## src/rtl/img_rsz_div_sched_pkg.sv

```systemverilog
// Shared types and default sizing for the resizer divider scheduler.
package img_rsz_div_pkg;

   localparam int DEF_NUM_REQ       = 4;
   localparam int DEF_NUMINATOR_W   = 40;
   localparam int DEF_DENOMINATOR_W = 32;
   localparam int DEF_QUOTIENT_W    = 8;

   // Answer returned for a zero denominator: largest representable quotient.
   localparam logic [DEF_QUOTIENT_W-1:0] DEF_QUOT_SAT = '1;

   typedef enum logic [1:0] {
      Idle_s,
      Issue_s,
      Wait_s,
      ZeroRsp_s
   } div_state_e;

endpackage

```

## src/rtl/img_rsz_div_sched_if.sv

```systemverilog
// Requester and divider handshake bundle for img_rsz_div_sched.
// slave is the scheduler's view; master is the surrounding environment.
interface img_rsz_div_sched_if
   import img_rsz_div_pkg::*;
#(
   parameter int NUM_REQ       = DEF_NUM_REQ,
   parameter int NUMINATOR_W   = DEF_NUMINATOR_W,
   parameter int DENOMINATOR_W = DEF_DENOMINATOR_W,
   parameter int QUOTIENT_W    = DEF_QUOTIENT_W
);

   // requester side
   logic [NUM_REQ-1:0]               ReqVld;
   logic [NUM_REQ-1:0]               ReqRdy;
   logic [NUM_REQ*NUMINATOR_W-1:0]   ReqNum;
   logic [NUM_REQ*DENOMINATOR_W-1:0] ReqDen;
   logic [NUM_REQ-1:0]               RspVld;
   logic [NUM_REQ-1:0]               RspRdy;
   logic [QUOTIENT_W-1:0]            RspQuot;

   // divider side
   logic [NUMINATOR_W-1:0]           DivNum;
   logic [DENOMINATOR_W-1:0]         DivDen;
   logic                             DivBwVld;
   logic                             DivBwRdy;
   logic [QUOTIENT_W-1:0]            DivQuot;
   logic                             DivFwVld;
   logic                             DivFwRdy;

   modport slave (
      input  ReqVld, ReqNum, ReqDen, RspRdy, DivBwRdy, DivQuot, DivFwVld,
      output ReqRdy, RspVld, RspQuot, DivNum, DivDen, DivBwVld, DivFwRdy
   );

   modport master (
      output ReqVld, ReqNum, ReqDen, RspRdy, DivBwRdy, DivQuot, DivFwVld,
      input  ReqRdy, RspVld, RspQuot, DivNum, DivDen, DivBwVld, DivFwRdy
   );

endinterface

```

## src/rtl/img_rsz_div_sched_rr_arb.sv

```systemverilog
// Combinational round-robin picker: first set request at or after ptr,
// wrapping at N. Works for any N >= 2, power of two or not.
module img_rsz_rr_arb #(
   parameter int N     = 4,
   parameter int IDX_W = $clog2(N)
) (
   input  logic [N-1:0]     req,
   input  logic [IDX_W-1:0] ptr,
   output logic [N-1:0]     gnt,
   output logic [IDX_W-1:0] gnt_idx,
   output logic             gnt_vld
);

   // Scan N positions starting at ptr; the sum is one bit wider so the
   // wrap subtraction never overflows.
   always_comb begin
      logic [IDX_W:0]   sum;
      logic [IDX_W-1:0] j;
      gnt     = '0;
      gnt_idx = '0;
      gnt_vld = 1'b0;
      sum     = '0;
      j       = '0;
      for (int k = 0; k < N; k++) begin
         sum = {1'b0, ptr} + (IDX_W+1)'(k);
         if (sum >= (IDX_W+1)'(N))
            sum = sum - (IDX_W+1)'(N);
         j = sum[IDX_W-1:0];
         if (!gnt_vld && req[j]) begin
            gnt_vld = 1'b1;
            gnt[j]  = 1'b1;
            gnt_idx = j;
         end
      end
   end

endmodule

```

## src/rtl/img_rsz_div_sched.sv

```systemverilog
// Shares one divider between NUM_REQ requesters. Round-robin grant,
// operands latched and issued to the divider, quotient passed straight
// back to the owner. Zero denominators are answered locally (saturated).
module img_rsz_div_sched
   import img_rsz_div_pkg::*;
#(
   parameter int NUM_REQ       = DEF_NUM_REQ,
   parameter int NUMINATOR_W   = DEF_NUMINATOR_W,
   parameter int DENOMINATOR_W = DEF_DENOMINATOR_W,
   parameter int QUOTIENT_W    = DEF_QUOTIENT_W
) (
   input  logic                Clk,
   input  logic                RstN,
   img_rsz_div_sched_if.slave  bus
);

   localparam int REQ_IDX_W = $clog2(NUM_REQ);
   localparam logic [QUOTIENT_W-1:0] QUOT_SAT = {QUOTIENT_W{1'b1}};

   div_state_e                 state_q, state_d;
   logic [REQ_IDX_W-1:0]       ptr_q, ptr_d;
   logic [REQ_IDX_W-1:0]       owner_q, owner_d;
   logic [NUMINATOR_W-1:0]     num_q, num_d;
   logic [DENOMINATOR_W-1:0]   den_q, den_d;

   logic [NUM_REQ-1:0]                    gnt;
   logic [REQ_IDX_W-1:0]                  gnt_idx;
   logic                                  gnt_vld;
   logic [NUM_REQ-1:0][NUMINATOR_W-1:0]   req_num;
   logic [NUM_REQ-1:0][DENOMINATOR_W-1:0] req_den;

   logic [NUM_REQ-1:0]    req_rdy, rsp_vld;
   logic [QUOTIENT_W-1:0] rsp_quot;
   logic                  div_bw_vld, div_fw_rdy;

   assign req_num = bus.ReqNum;
   assign req_den = bus.ReqDen;

   img_rsz_rr_arb #(
      .N     (NUM_REQ),
      .IDX_W (REQ_IDX_W)
   ) u_arb (
      .req     (bus.ReqVld),
      .ptr     (ptr_q),
      .gnt     (gnt),
      .gnt_idx (gnt_idx),
      .gnt_vld (gnt_vld)
   );

   // Pointer value after owner completes: the next requester gets first pick.
   function automatic logic [REQ_IDX_W-1:0] idx_inc(input logic [REQ_IDX_W-1:0] i);
      return (i == REQ_IDX_W'(NUM_REQ-1)) ? '0 : i + 1'b1;
   endfunction

   // State and operand registers.
   always_ff @(posedge Clk) begin
      if (!RstN) begin
         state_q <= Idle_s;
         ptr_q   <= '0;
         owner_q <= '0;
         num_q   <= '0;
         den_q   <= '0;
      end else begin
         state_q <= state_d;
         ptr_q   <= ptr_d;
         owner_q <= owner_d;
         num_q   <= num_d;
         den_q   <= den_d;
      end
   end

   // Next state and handshake outputs.
   always_comb begin
      state_d    = state_q;
      ptr_d      = ptr_q;
      owner_d    = owner_q;
      num_d      = num_q;
      den_d      = den_q;
      req_rdy    = '0;
      rsp_vld    = '0;
      rsp_quot   = '0;
      div_bw_vld = 1'b0;
      div_fw_rdy = 1'b0;
      case (state_q)
         Idle_s: begin
            if (gnt_vld) begin
               req_rdy = gnt;
               owner_d = gnt_idx;
               num_d   = req_num[gnt_idx];
               den_d   = req_den[gnt_idx];
               state_d = (req_den[gnt_idx] == '0) ? ZeroRsp_s : Issue_s;
            end
         end
         Issue_s: begin
            div_bw_vld = 1'b1;
            if (bus.DivBwRdy)
               state_d = Wait_s;
         end
         Wait_s: begin
            // zero-latency pass-through; only the owner's ready matters
            rsp_vld[owner_q] = bus.DivFwVld;
            rsp_quot         = bus.DivQuot;
            div_fw_rdy       = bus.RspRdy[owner_q];
            if (bus.DivFwVld && bus.RspRdy[owner_q]) begin
               state_d = Idle_s;
               ptr_d   = idx_inc(owner_q);
            end
         end
         ZeroRsp_s: begin
            rsp_vld[owner_q] = 1'b1;
            rsp_quot         = QUOT_SAT;
            if (bus.RspRdy[owner_q]) begin
               state_d = Idle_s;
               ptr_d   = idx_inc(owner_q);
            end
         end
         default: state_d = Idle_s;
      endcase
   end

   // Combinational outputs are forced low while reset is held so nothing
   // leaks out from the pre-reset state or from live requests.
   assign bus.ReqRdy   = RstN ? req_rdy    : '0;
   assign bus.RspVld   = RstN ? rsp_vld    : '0;
   assign bus.RspQuot  = RstN ? rsp_quot   : '0;
   assign bus.DivBwVld = RstN ? div_bw_vld : 1'b0;
   assign bus.DivFwRdy = RstN ? div_fw_rdy : 1'b0;
   assign bus.DivNum   = num_q;
   assign bus.DivDen   = den_q;

endmodule

```

## src/flat_wrapper.sv

```systemverilog
// flat-port wrapper written by rule: the top's interface ports become plain ports
module img_rsz_div_sched_flat import img_rsz_div_pkg::*;
#(
   parameter int NUM_REQ       = DEF_NUM_REQ,
   parameter int NUMINATOR_W   = DEF_NUMINATOR_W,
   parameter int DENOMINATOR_W = DEF_DENOMINATOR_W,
   parameter int QUOTIENT_W    = DEF_QUOTIENT_W
)
  (Clk, RstN, bus_ReqVld, bus_ReqNum, bus_ReqDen, bus_RspRdy, bus_DivBwRdy, bus_DivQuot, bus_DivFwVld, bus_ReqRdy, bus_RspVld, bus_RspQuot, bus_DivNum, bus_DivDen, bus_DivBwVld, bus_DivFwRdy);
  img_rsz_div_sched_if #(.NUM_REQ(NUM_REQ), .NUMINATOR_W(NUMINATOR_W), .DENOMINATOR_W(DENOMINATOR_W), .QUOTIENT_W(QUOTIENT_W)) bus_i ();
  input  logic Clk;
  input  logic RstN;
  input wire logic [$bits(bus_i.ReqVld)-1:0] bus_ReqVld;
  input wire logic [$bits(bus_i.ReqNum)-1:0] bus_ReqNum;
  input wire logic [$bits(bus_i.ReqDen)-1:0] bus_ReqDen;
  input wire logic [$bits(bus_i.RspRdy)-1:0] bus_RspRdy;
  input wire logic [$bits(bus_i.DivBwRdy)-1:0] bus_DivBwRdy;
  input wire logic [$bits(bus_i.DivQuot)-1:0] bus_DivQuot;
  input wire logic [$bits(bus_i.DivFwVld)-1:0] bus_DivFwVld;
  output wire logic [$bits(bus_i.ReqRdy)-1:0] bus_ReqRdy;
  output wire logic [$bits(bus_i.RspVld)-1:0] bus_RspVld;
  output wire logic [$bits(bus_i.RspQuot)-1:0] bus_RspQuot;
  output wire logic [$bits(bus_i.DivNum)-1:0] bus_DivNum;
  output wire logic [$bits(bus_i.DivDen)-1:0] bus_DivDen;
  output wire logic [$bits(bus_i.DivBwVld)-1:0] bus_DivBwVld;
  output wire logic [$bits(bus_i.DivFwRdy)-1:0] bus_DivFwRdy;
  assign bus_i.ReqVld = bus_ReqVld;
  assign bus_i.ReqNum = bus_ReqNum;
  assign bus_i.ReqDen = bus_ReqDen;
  assign bus_i.RspRdy = bus_RspRdy;
  assign bus_i.DivBwRdy = bus_DivBwRdy;
  assign bus_i.DivQuot = bus_DivQuot;
  assign bus_i.DivFwVld = bus_DivFwVld;
  assign bus_ReqRdy = bus_i.ReqRdy;
  assign bus_RspVld = bus_i.RspVld;
  assign bus_RspQuot = bus_i.RspQuot;
  assign bus_DivNum = bus_i.DivNum;
  assign bus_DivDen = bus_i.DivDen;
  assign bus_DivBwVld = bus_i.DivBwVld;
  assign bus_DivFwRdy = bus_i.DivFwRdy;
  img_rsz_div_sched #(.NUM_REQ(NUM_REQ), .NUMINATOR_W(NUMINATOR_W), .DENOMINATOR_W(DENOMINATOR_W), .QUOTIENT_W(QUOTIENT_W)) u_core (.Clk(Clk), .RstN(RstN), .bus(bus_i));
endmodule
```

## config.mk

```make
export PLATFORM = sky130hd
export DESIGN_NAME = img_rsz_div_sched_flat
export DESIGN_NICKNAME = d
export VERILOG_FILES = /design/src/rtl/img_rsz_div_sched_pkg.sv /design/src/rtl/img_rsz_div_sched_if.sv /design/src/rtl/img_rsz_div_sched_rr_arb.sv /design/src/rtl/img_rsz_div_sched.sv /design/src/flat_wrapper.sv
export SDC_FILE = /design/constraint.sdc
export NUM_CORES = 1
export LEC_CHECK = 0
export CAP_MARGIN = 5
export CORE_AREA = 8 8 150 152
export DETAILED_ROUTE_END_ITERATION = 16
export DIE_AREA = 0 0 158 160
export PLACE_DENSITY = 0.74
export SKIP_LAST_GASP = 1
export SLEW_MARGIN = 10
export SYNTH_ARGS = -nofsm -noshare
export SYNTH_HDL_FRONTEND = slang
export SYNTH_HIERARCHICAL = 1
export SYNTH_SLANG_ARGS = --single-unit
```

## constraint.sdc

```tcl
create_clock -name Clk -period 10.9 [get_ports Clk]
set_clock_uncertainty 0.2 [all_clocks]
set_input_delay 1.09 -clock Clk [delete_from_list [all_inputs] [get_ports Clk]]
set_output_delay 1.09 -clock Clk [all_outputs]
set_load 0.05 [all_outputs]
```

### Yosys cells after proc, flatten, opt, wreduce, memory -nomap -nowiden

Index checks and enable logic that the tools add are counted.

* $lt $le $gt $ge: 15
* eq/ne operators: 8
* $add $sub $neg: 8
* muxes and demuxes: 61
* reduce and logical (&&, ||, !) cells: 18
* bitwise logic cells: 4

Operators by type and width (number)
* binary-select mux 40 bit (select 2 bit): 1
* binary-select mux 32 bit (select 2 bit): 1
* two-way mux 40 bit: 1
* zero test 32 bit: 1
* two-way mux 2 bit: 16
* two-way mux 32 bit: 1
* two-way mux 4 bit: 8
* less-than comparator 2 x 3 -> 1 bit, second input constant: 6
* two-way mux 1 bit: 18
* one-hot mux 8 bit (2 select lines): 1
* bitwise OR 4 bit: 3
* binary-select mux 1 bit (select 2 bit): 5
* demux 1 bit (select 2 bit): 5
* greater-or-equal comparator 2 x 1 -> 1 bit, second input constant: 5
* greater-or-equal comparator 3 bit, second input constant: 3
* logical AND 1 bit: 9
* two-way mux 8 bit: 1
* one-hot mux 2 bit (4 select lines): 1
* one-hot mux 4 bit (2 select lines): 1
* subtractor 2 x 1 -> 2 bit, second input constant: 4
* adder 2 x 2 -> 3 bit, second input constant: 2
* equality test 2 bit, second input constant: 3
* inequality test 2 x 1 -> 1 bit, second input constant: 3
* AND 4 bit: 1
* 12 further kinds: 14

* output and inout port bits: 90
* word-level logic and storage cells: 119
* register bits: 78
* input bits: 308

### Logic depth before layout (Yosys ltp)

* depth in word-level cells: 20
* gate-level depth with buffers: 16
* depth with buffers taken out: 10

### Cells and area by module

The synthesis kept the hierarchy.

By module, submodules not included
* img_rsz_div_sched: cells an instance 499, times used 1, area an instance 4733.3 sq um, sequential area each 1561.5 sq um
* img_rsz_rr_arb: cells an instance 45, times used 1, area an instance 421.7 sq um, sequential area each 0.0 sq um

### Worst setup path after synthesis

No wires, ideal clock.

* path type: input-to-output
* start: input port bus_ReqVld[2]
* end: output port bus_ReqRdy[0]
* arrival: 2706 ps
* stages on the path: 7
* buffers on the path: 2
* path slack: 6904 ps
* data required time: 9610 ps
* cell sequence: mux4_2 -> buf_6 -> nor3_1 -> nand2b_1 -> nor3b_1 -> clkbuf_1 -> and3_1

* longest elaborated chain between the ends: 15
* elaborated cells between the ends (all ways): 28
* those cells by class: mux: 19; bitwise: 3; reduce/logical: 6

Ends and longest elaborated chain
* from (decl): line flat_wrapper.sv:13 `input wire logic [$bits(bus_i.ReqVld)-1:0] bus_ReqVld;`
* binary-select mux 1 bit (select 2 bit): line img_rsz_div_sched_rr_arb.sv:29 `if (!gnt_vld && req[j]) begin`
* two-way mux 1 bit (not written as such): line img_rsz_div_sched_rr_arb.sv:29
* two-way mux 1 bit: line img_rsz_div_sched_rr_arb.sv:29
* zero test 1 bit: line img_rsz_div_sched_rr_arb.sv:29
* logical AND 1 bit: line img_rsz_div_sched_rr_arb.sv:29
* two-way mux 1 bit: line img_rsz_div_sched_rr_arb.sv:29
* zero test 1 bit: line img_rsz_div_sched_rr_arb.sv:29
* logical AND 1 bit: line img_rsz_div_sched_rr_arb.sv:29
* two-way mux 1 bit: line img_rsz_div_sched_rr_arb.sv:29
* zero test 1 bit: line img_rsz_div_sched_rr_arb.sv:29
* logical AND 1 bit: line img_rsz_div_sched_rr_arb.sv:29
* two-way mux 1 bit (*): line img_rsz_div_sched_rr_arb.sv:29
* net u_core.gnt_vld: line img_rsz_div_sched.sv:28 `logic gnt_vld;`
* two-way mux 4 bit (*): line img_rsz_div_sched.sv:86 `if (gnt_vld) begin`
* two-way mux 4 bit (*): line img_rsz_div_sched.sv:84 `case (state_q)`
* two-way mux 4 bit (*): line img_rsz_div_sched.sv:123 `assign bus.ReqRdy = RstN ? req_rdy : '0;`
* to (decl): line flat_wrapper.sv:20 `output wire logic [$bits(bus_i.ReqRdy)-1:0] bus_ReqRdy;`

Mark *: on every way through the listed nets, which the timed path passes. The rest lies on a longest branch. The select of a mux whose other input is x is not followed.

### Worst setup path after layout

* start: input port bus_ReqVld[3]
* end: output port bus_ReqRdy[2]

* longest elaborated chain between the ends: 15
* elaborated cells between the ends (all ways): 28
* those cells by class: mux: 19; bitwise: 3; reduce/logical: 6

Ends and longest elaborated chain
* binary-select mux 1 bit (select 2 bit): line img_rsz_div_sched_rr_arb.sv:29
* two-way mux 1 bit (not written as such): line img_rsz_div_sched_rr_arb.sv:29
* two-way mux 1 bit: line img_rsz_div_sched_rr_arb.sv:29
* zero test 1 bit: line img_rsz_div_sched_rr_arb.sv:29
* logical AND 1 bit: line img_rsz_div_sched_rr_arb.sv:29
* two-way mux 1 bit: line img_rsz_div_sched_rr_arb.sv:29
* zero test 1 bit: line img_rsz_div_sched_rr_arb.sv:29
* logical AND 1 bit: line img_rsz_div_sched_rr_arb.sv:29
* two-way mux 1 bit: line img_rsz_div_sched_rr_arb.sv:29
* zero test 1 bit: line img_rsz_div_sched_rr_arb.sv:29
* logical AND 1 bit: line img_rsz_div_sched_rr_arb.sv:29
* two-way mux 4 bit (*): line img_rsz_div_sched_rr_arb.sv:29
* net u_core.gnt[2]: line img_rsz_div_sched.sv:26 `logic [NUM_REQ-1:0] gnt;`
* two-way mux 4 bit (*): line img_rsz_div_sched.sv:86
* two-way mux 4 bit (*): line img_rsz_div_sched.sv:84
* two-way mux 4 bit (*): line img_rsz_div_sched.sv:123

Marked as above.

==> qor.yml <==
status: "finished, final reports clean"
fmax_mhz: 192.6
drive_gt1_frac: 0.1021
ir_worst_vdd_v: 0.00006928
hold-worst-slack_ns: 0.2513
cp_top_family: "buffers and inverters"
synth_compound_area_frac: 0.1165
wirelength_mm: 24.02
hold_class: "reg2reg"
core_area_mm2: 0.02004
syn_area_mm2: 0.005155
grt_pass1_vias: 6144
maxCapViolations: 0
io_buffers: 397
area_growth_pct: 86.29
power_density_mw_per_mm2: 133.9
die_area_mm2: 0.02528
grt_first_pass_wirelength_mm: 35.74
final_cell_mix: "397 x clkdlybuf4s50_1, 130 x nand2_1, 78 x dfxtp_1"
rsz0062_at_grt: "false"
clockBufferDepth: 2
maxSlewViolCount: 0
path_clk_slew_ns: 0.06
fin_crit_sh: 0.4763
critPathBufInv: 2
clkLatencyLatePin_ns: 0.34
cts_resized: 0
ys.flop_type: "dfxtp_1"
grt_max_degree: 88
required_ns: 9.61
htreeDepth: 3
period_needed_ns: 5.191
slew_headroom: 0.3076
ant_nets: 0
start_util: 0.2572
via_per_inst: 4.870
final_nets: 1223
tritoncts: "done"
detail_route.wl_per_cell_um: 20.34
ys_ff_latch: 78
postSynth.asyncResetShare: 0
ys_types: 39
ys_warn_count: 6
drcViolationCount: 0
syn_nets: 861
finalSetupViolations: 0
antenna_found_initial: 0
num_rows: 52
yosys.area_share.xor_xnor: 0
endpoint_kind: "output pin"
critPathLaunchType: "input pin"
antenna_cells: 0
synth_mux_area_frac: 0.3400
grt_usage: 0.1845
synth.top_cell.area_share: 0.3029
drtPass1Iterations: 5
fp.dieH_um: 160
drtIter0Drc: 290
worst_slew_pin_slew_ns: 1.039
synth_top_family_by_area: "multiplexers"
syn_avg_cell_area_um2: 9.476
vias: 5751
hold_violations: 0
path_max_fanout: 13
cts-hold-fix-buffers: 0
tns_ns: 0
synth_area_leaders: "dfxtp_1 30%, mux4_2 28%, nand2_1 9.5%, a21oi_1 7.4%, mux2i_1 5.2%"
synth_top_area_cell: "dfxtp_1"
die_w_um: 158
synthSimpleGateAreaFrac: 0.1677
cp.arrival_ns: 3.90
synth_edf_count: 0
timing_worst_setup_path_type: "in2out"
numCtsBuffers: 9
cp_common_cell: "clkdlybuf4s50_1"
pin_count: 398
dp_hpwl_mm: 19.29
cts.sinks: 78
fin_area_mm2: 0.009603
cts_setup_buffers: 0
crit_chain: "clkdlybuf4s50_1 -> mux4_2 -> nor4b_4 -> a22oi_1 -> o21ai_0 -> and3_1 -> clkdlybuf4s50_1"
mostFrequentLayoutCell: "clkdlybuf4s50_1"
globalplace.congestion: 0.7936
synth-adder-area-share: 0.02184
slowest_stage: "clkdlybuf4s50_1"
placed_cell_area_mm2: 0.009296
ys_seq_area_frac: 0.3029
synth_cells: 544
cpPeakStageDelay_ns: 0.81
ctsRootBufferMaster: "clkbuf_16"
overflow: 0
p_leak_nw: 3.400
[cells in the mapped netlist (6+ instances only)]
cell type  number
a21oi_1        76
a22oi_1         8
buf_2           9
clkbuf_1       33
dfxtp_1        78
ha_1            9
mux2i_1        27
mux4_2         63
nand2_1       130
nor2_1         25
nor3_1         14
nor4_1          8
o21ai_0         6
o22ai_1        12
[kinds of logic (layout without fill, tap and decap cells)]
kind of cell | Yosys count | in the layout
compound gates | 108 | 108
buf+inv | 57 | 424
mux | 93 | 93
flops | 78 | 78
fa+ha+maj | 9 | 9
simple gates | 199 | 199
[report_power, final]
group          internal (mW)  switching [mW]
registers              0.326          0.0247
clock network          0.185           0.134
logic                  0.285           0.332
total                  0.795           0.491
[state kept, by name (all words and copies together) (netlist names)]
register / cells
u_core/bus.DivNum: 40
u_core/state_q: 2
u_core/ptr_q: 2
u_core/owner_q: 2
u_core/bus.DivDen: 32
[metal layers]
metal,GRT usage,share of wire
met5,0,0
met4,0.06089,0.021
met3,0.05506,0.091
met1,0.2019,0.37
met2,0.3317,0.52
[metrics by stage]
step / power (mW) / util / cells / setup slack, ns
after global routing: 1.352 / 0.4792 / 1181 / 5.586
final: 1.286 / 0.4792 / 1181 / 5.709
after CTS: 1.304 / 0.4792 / 1181 / 5.726
after global placement: 0.9732 / 0.4639 / 1165 / 5.586
after floorplan: 0.7277 / - / 544 / 6.904
after detailed placement: 0.9785 / 0.4639 / 1165 / 5.511
[final timing paths]
path	to	cells after the start	start	slack, ns
worst max-delay path	bus_ReqRdy[2]	7	bus_ReqVld[3]	5.71
worst max register to register	u_core/state_q[1]	11	u_core/ptr_q[0]	5.93
worst min register to register	u_core/bus.DivDen[0]	2	u_core/bus.DivDen[0]	0.25
worst min-delay path	u_core/bus.DivDen[0]	2	u_core/bus.DivDen[0]	0.25
[worst reg2reg max path: cells and delay by family, from the launching register on]
family / cells / cell delay, ns
mux: 2 / 1.11
simple gates: 3 / 1.16
compound gates: 3 / 0.48
buf+inv: 2 / 0.78
flops: 1 / 0.75
fa+ha+maj: 1 / 0.42
[cell type report]
type / instances / area [µm²]
Multi-Input combinational cell: 409 / 3363
Sequential cell: 78 / 1562
Timing Repair Buffer: 402 / 4011
Fill cell: 1901 / 10440
Clock inverter: 6 / 67.56
Tap cell: 270 / 337.8
Inverter: 6 / 22.52
Clock buffer: 10 / 239.0
Note: power is estimated with default switching activity, not from simulation.
